## config.mk

```make
export PLATFORM = sky130hd
export DESIGN_NAME = tmds_decoder
export DESIGN_NICKNAME = d
export VERILOG_FILES = /design/src/rtl/tmds_decoder.sv
export SDC_FILE = /design/constraint.sdc
export NUM_CORES = 1
export LEC_CHECK = 0
export CELL_PAD_IN_SITES_DETAIL_PLACEMENT = 0
export CELL_PAD_IN_SITES_GLOBAL_PLACEMENT = 2
export CORE_MARGIN = 10
export CORE_UTILIZATION = 36
export DETAILED_ROUTE_END_ITERATION = 10
export PLACE_DENSITY_LB_ADDON = 0.05
export SLEW_MARGIN = 40
export SYNTH_ARGS = -nofsm -noshare
export SYNTH_HDL_FRONTEND = slang
export SYNTH_SLANG_ARGS = --single-unit
```

## constraint.sdc

```tcl
create_clock -name clk_in -period 4.3 [get_ports clk_in]
set_clock_uncertainty 0.15 [all_clocks]
set_input_delay 1.29 -clock clk_in [delete_from_list [all_inputs] [get_ports clk_in]]
set_output_delay 1.29 -clock clk_in [all_outputs]
set_load 0.05 [all_outputs]
```

## src/rtl/tmds_decoder.sv

```systemverilog
// tmds_decoder: receive-side TMDS channel decoder with control-token alignment.
// Slips the 10-bit window until LOCK_COUNT consecutive tokens are seen.
module tmds_decoder #(
    parameter int LOCK_COUNT = 8,
    parameter int TIMEOUT    = 4096
) (
    input  logic       clk_in,
    input  logic       rst_in,
    input  logic [9:0] tmds_in,
    output logic [7:0] data_out,
    output logic [1:0] control_out,
    output logic       ve_out,
    output logic       locked_out,
    output logic [3:0] offset_out
);
    localparam int TW = $clog2(TIMEOUT + 1);
    localparam int RW = $clog2(LOCK_COUNT + 1);
    localparam logic [TW-1:0] TIMER_LAST = TW'(TIMEOUT - 1);
    localparam logic [RW-1:0] RUN_LAST   = RW'(LOCK_COUNT - 1);

    typedef enum logic {SEARCH, LOCKED} state_t;

    state_t        state;
    logic [9:0]    prev_sym;
    logic [3:0]    offset;
    logic [RW-1:0] run;
    logic [TW-1:0] timer;

    logic [19:0] w;
    logic [9:0]  win;
    logic        is_ctrl;
    logic [1:0]  ctrl;
    logic [7:0]  t;
    logic [7:0]  dx;
    logic [7:0]  d;
    logic [3:0]  next_offset;

    // The window may straddle the previous and current words.
    assign w   = {tmds_in, prev_sym};
    assign win = 10'(w >> offset);

    always_comb begin
        is_ctrl = 1'b1;
        ctrl    = 2'b00;
        case (win)
            10'b1101010100: ctrl = 2'b00;
            10'b0010101011: ctrl = 2'b01;
            10'b0101010100: ctrl = 2'b10;
            10'b1010101011: ctrl = 2'b11;
            default:        is_ctrl = 1'b0;
        endcase
    end

    assign t  = win[9] ? ~win[7:0] : win[7:0];
    assign dx = t ^ {t[6:0], 1'b0};
    assign d  = {win[8] ? dx[7:1] : ~dx[7:1], t[0]};

    assign next_offset = (offset == 4'd9) ? 4'd0 : offset + 4'd1;

    always_ff @(posedge clk_in) begin
        if (rst_in) begin
            state       <= SEARCH;
            prev_sym    <= '0;
            offset      <= '0;
            run         <= '0;
            timer       <= '0;
            data_out    <= '0;
            control_out <= '0;
            ve_out      <= 1'b0;
        end else begin
            prev_sym    <= tmds_in;
            data_out    <= '0;
            control_out <= '0;
            ve_out      <= 1'b0;
            unique case (state)
                SEARCH: begin
                    if (is_ctrl && run == RUN_LAST) begin
                        state <= LOCKED;
                        run   <= '0;
                        timer <= '0;
                    end else if (timer == TIMER_LAST) begin
                        offset <= next_offset;
                        run    <= '0;
                        timer  <= '0;
                    end else begin
                        run   <= is_ctrl ? run + RW'(1) : '0;
                        timer <= timer + TW'(1);
                    end
                end
                LOCKED: begin
                    if (is_ctrl) begin
                        timer       <= '0;
                        control_out <= ctrl;
                    end else begin
                        ve_out   <= 1'b1;
                        data_out <= d;
                        if (timer == TIMER_LAST) begin
                            state  <= SEARCH;
                            offset <= next_offset;
                            run    <= '0;
                            timer  <= '0;
                        end else begin
                            timer <= timer + TW'(1);
                        end
                    end
                end
                default: state <= SEARCH;
            endcase
        end
    end

    assign locked_out = (state == LOCKED);
    assign offset_out = offset;
endmodule

```

==> results by group <==
Run status
  – Outcome: complete, no violations

Layout
  – # fillers: just under 700
  – Nets: 340
  – Layout cell share with drive strength beyond 1: 0.207
  – Ant. Diodes: 0
  – Final core utilization: 0.481
  – Finished Cell Area: ~3300 um2
  – Synthesis-to-layout area growth: 28.7%

CTS
  – Worst-path clk slew: roughly 0.090 ns
  – Clock Latency Late Sink: 0.30 ns
  – H-tree depth: 2
  – Clk sinks: 43
  – CTS Hold Bufs: 0
  – CTS root buf: clkbuf_8
  – CTS tree: built
  – CTS buffer count: 5
  – CTS Buffer Depth: 2

Routing
  – Drt pass-1 iters: 4
  – Via count: between 2000 and 2500
  – Routed wire length: roughly 5900 um
  – Drc violations: 0
  – Detailed router's first-iteration violation count: between 70 and 80
  – Antenna Violating Nets Remaining: 0
  – Avg WL per Cell: between 10 and 15 um
  – Via/cell ratio: about 4.9

Hold path
  – Worst hold path type: flip-flop to flip-flop
  – Hold path depth: 1

Setup path
  – Crit path max fanout: 5
  – Reg-to-reg endpoint: offset_out[2]
  – CP Capture Type: flip-flop
  – Flop2flop setup slack: slightly above 0.7 ns
  – Crit path kind: input pin to flip-flop
  – Worst reg2reg path depth: 12
  – Critical Path Start: tmds_in[0]
  – Crit path DAT: just over 4 ns
  – CP Launch Type: input pin
  – Worst R2R Start: offset_out[1]
  – Worst Path Required: 4.34 ns
  – Worst Setup EP: offset_out[2]

Floorplanning
  – Num rows: 30
  – Initial core utilization: 0.374
  – Die area: about 11000 um2
  – IO Count: 28
  – Die Y: around 100 um
  – Core area: approximately 7000 um2
  – Chip width: roughly 100 um

Timing
  – F_max: roughly 0.24 GHz
  – Hold_ws: 0.311 ns
  – Max-Slew Margin vs Limit: 0.520
  – RSZ-0062 raised after global routing: false
  – Final-report hold violation count: 0
  – Pins Over Slew Limit: 0
  – Final setup vio count: 0
  – Worst Tran Pin Value: 0.719 ns
  – Final period utilization: 0.957
  – Tmin final: roughly 4.1 ns

Power
  – Peak VDD IR: ~0.15 mV
  – Pleak: ~0.0013 uW
  – Cell Pwr Density: ~270 nW/um2

Place
  – Final RePlAce weighted congestion: around 0.83
  – Half-perimeter wire length after placement: approximately 4700 um
  – Placed instance area: 3140 um2
  – Port-buffer cells: 27

Synth
  – Distinct cell type count of the synthesized netlist: 39
  – Sequential share of the synthesized area: 0.335
  – Post-synth net total: between 200 and 300
  – Gate Count Post-Synth: between 200 and 300
  – Synth Flop Type: dfxtp_1
  – #FFs+latches synth: between 40 and 50
  – Yosys Warn Count: 0
  – Asr flop ratio synth: 0
  – Average cell area after synthesis: around 9.6 um2
  – Netlist Area Pre-Place: around 2600 um2
  – Post-synth EDFFs: 0

Global routing
  – Total GRT Usage: 0.110
  – Grt ovf: 0
  – Largest net degree at the start of global routing: 21
  – First-pass GRT wire length: slightly above 10000 um
  – Initial antenna violation count: 0
  – Vias in the first global route: about 2100

Job
  – MaxCap Viol Count: 0
## area by class of cell
type / instances / area [um2] / share of cell area
clock buffers: 5 / 68.8 / 0.0208
clock inverters: 3 / 67.6 / 0.0204
inverters: 14 / 52.6 / 0.0159
multi-input cells: 198 / 1620 / 0.489
flip-flops and latches: 43 / 862 / 0.261
well taps: 96 / 120 / 0.0363
repair buffers: 56 / 518 / 0.157
## synth_stat cells, drive strengths merged, types with 3 or more instances
master | instances | area (um2)
buf | 6 | 33.8
nand4 | 7 | 43.8
mux2 | 6 | 67.6
a211oi | 4 | 30.0
o21ai | 8 | 40.0
nor2 | 32 | 120
and2 | 3 | 18.8
nand3 | 10 | 50.1
nand2b | 5 | 31.3
clkbuf | 7 | 26.3
mux4 | 14 | 315
xor2 | 9 | 78.8
nor3 | 5 | 25.0
mux2i | 21 | 226
inv | 12 | 45.0
a21oi | 5 | 25.0
nand2 | 10 | 37.5
xnor2 | 14 | 123
and3 | 5 | 31.3
a31oi | 3 | 18.8
ha | 10 | 125
nor2b | 14 | 87.6
dfxtp | 43 | 861
## sequential cells by signal, indices dropped and copies added (netlist names)
register	count
locked_out	1
run	4
ve_out	1
data_out	8
prev_sym	10
control_out	2
offset_out	4
timer	13
## report_power, final
part           internal (uW)  total (uW)  switching [uW]
Sequential               405         411            6.02
Combinational           53.7        95.3            41.6
Clock                    232         377             146
Total                    691         884             193
## stage by stage
stage                     power, uW  setup WS [ns]  cells  TNS [ns]
after CTS                       905          0.170    415         0
after floorplan                 473          0.368    268         0
after detailed placement        517         -0.139    407     -1.14
after global placement          517         -0.132    407    -0.663
after global routing            926       0.000182    415         0
final                           884          0.183    415         0
## worst min path at each step
stage	endpoint	slack, ns	from
floorplan	timer[0]	0.28	timer[0]
global placement	timer[0]	0.29	timer[0]
detailed placement	timer[0]	0.30	timer[0]
CTS	timer[12]	0.32	timer[12]
global route	timer[12]	0.33	timer[12]
finish	timer[12]	0.31	timer[12]
## cell usage in the layout (no fill, tap or decap), types with 2 or more instances in the layout
master / n
mux2_2: 6
a31oi_1: 3
clkbuf_8: 5
clkdlybuf4s50_1: 25
ha_1: 10
nand2_1: 10
buf_4: 27
xnor2_1: 14
nand3_1: 10
nor2b_1: 14
dfxtp_1: 42
nand4_1: 7
and2_1: 3
bufinv_16: 2
clkinv_1: 2
buf_12: 2
nor3_1: 5
o21ai_0: 7
inv_1: 12
mux2i_2: 3
a211oi_1: 2
xor2_1: 9
mux4_2: 14
a211oi_2: 2
o211ai_1: 2
dlymetal6s2s_1: 2
nand2b_1: 5
and3_1: 5
nor2_1: 32
mux2i_1: 17
a21oi_1: 5
nand3b_1: 2
## kinds of logic after synthesis
kind of cell	count (synthesis)	share of synthesized area
and+or+nand+nor	97	0.190
DFF	43	0.335
muxes	41	0.237
AOI/OAI and AO/OA	27	0.0663
buffers and inverters	27	0.0439
xor gates and xnor gates	23	0.0785
adders and majority gates	10	0.0487
## worst max-delay path: stages
cell and delay (ns):
clkdlybuf4s50_1 0.50, mux4_2 0.52, mux2_2 0.30, mux2_2 0.29
ha_1 0.20, nand4_1 0.12, a211oi_1 0.07, mux2i_1 0.24
nand4_1 0.18, nor2_1 0.13, mux2_2 0.33
## repair_timing
item | in CTS | in global routing
gates resized for setup | 0 | 8
setup endpoints to repair | 0 | 3
setup buffers | 0 | 0
## metal layers
layer  track usage  vias to the layer above  share of wire
li1              -                     1037              -
met1         0.128                      967           0.44
met2         0.195                       28           0.52
met3        0.0254                        5          0.034
met4        0.0288                        0          0.011
met5             0                        -              0
(Power assumes the default switching activity.)
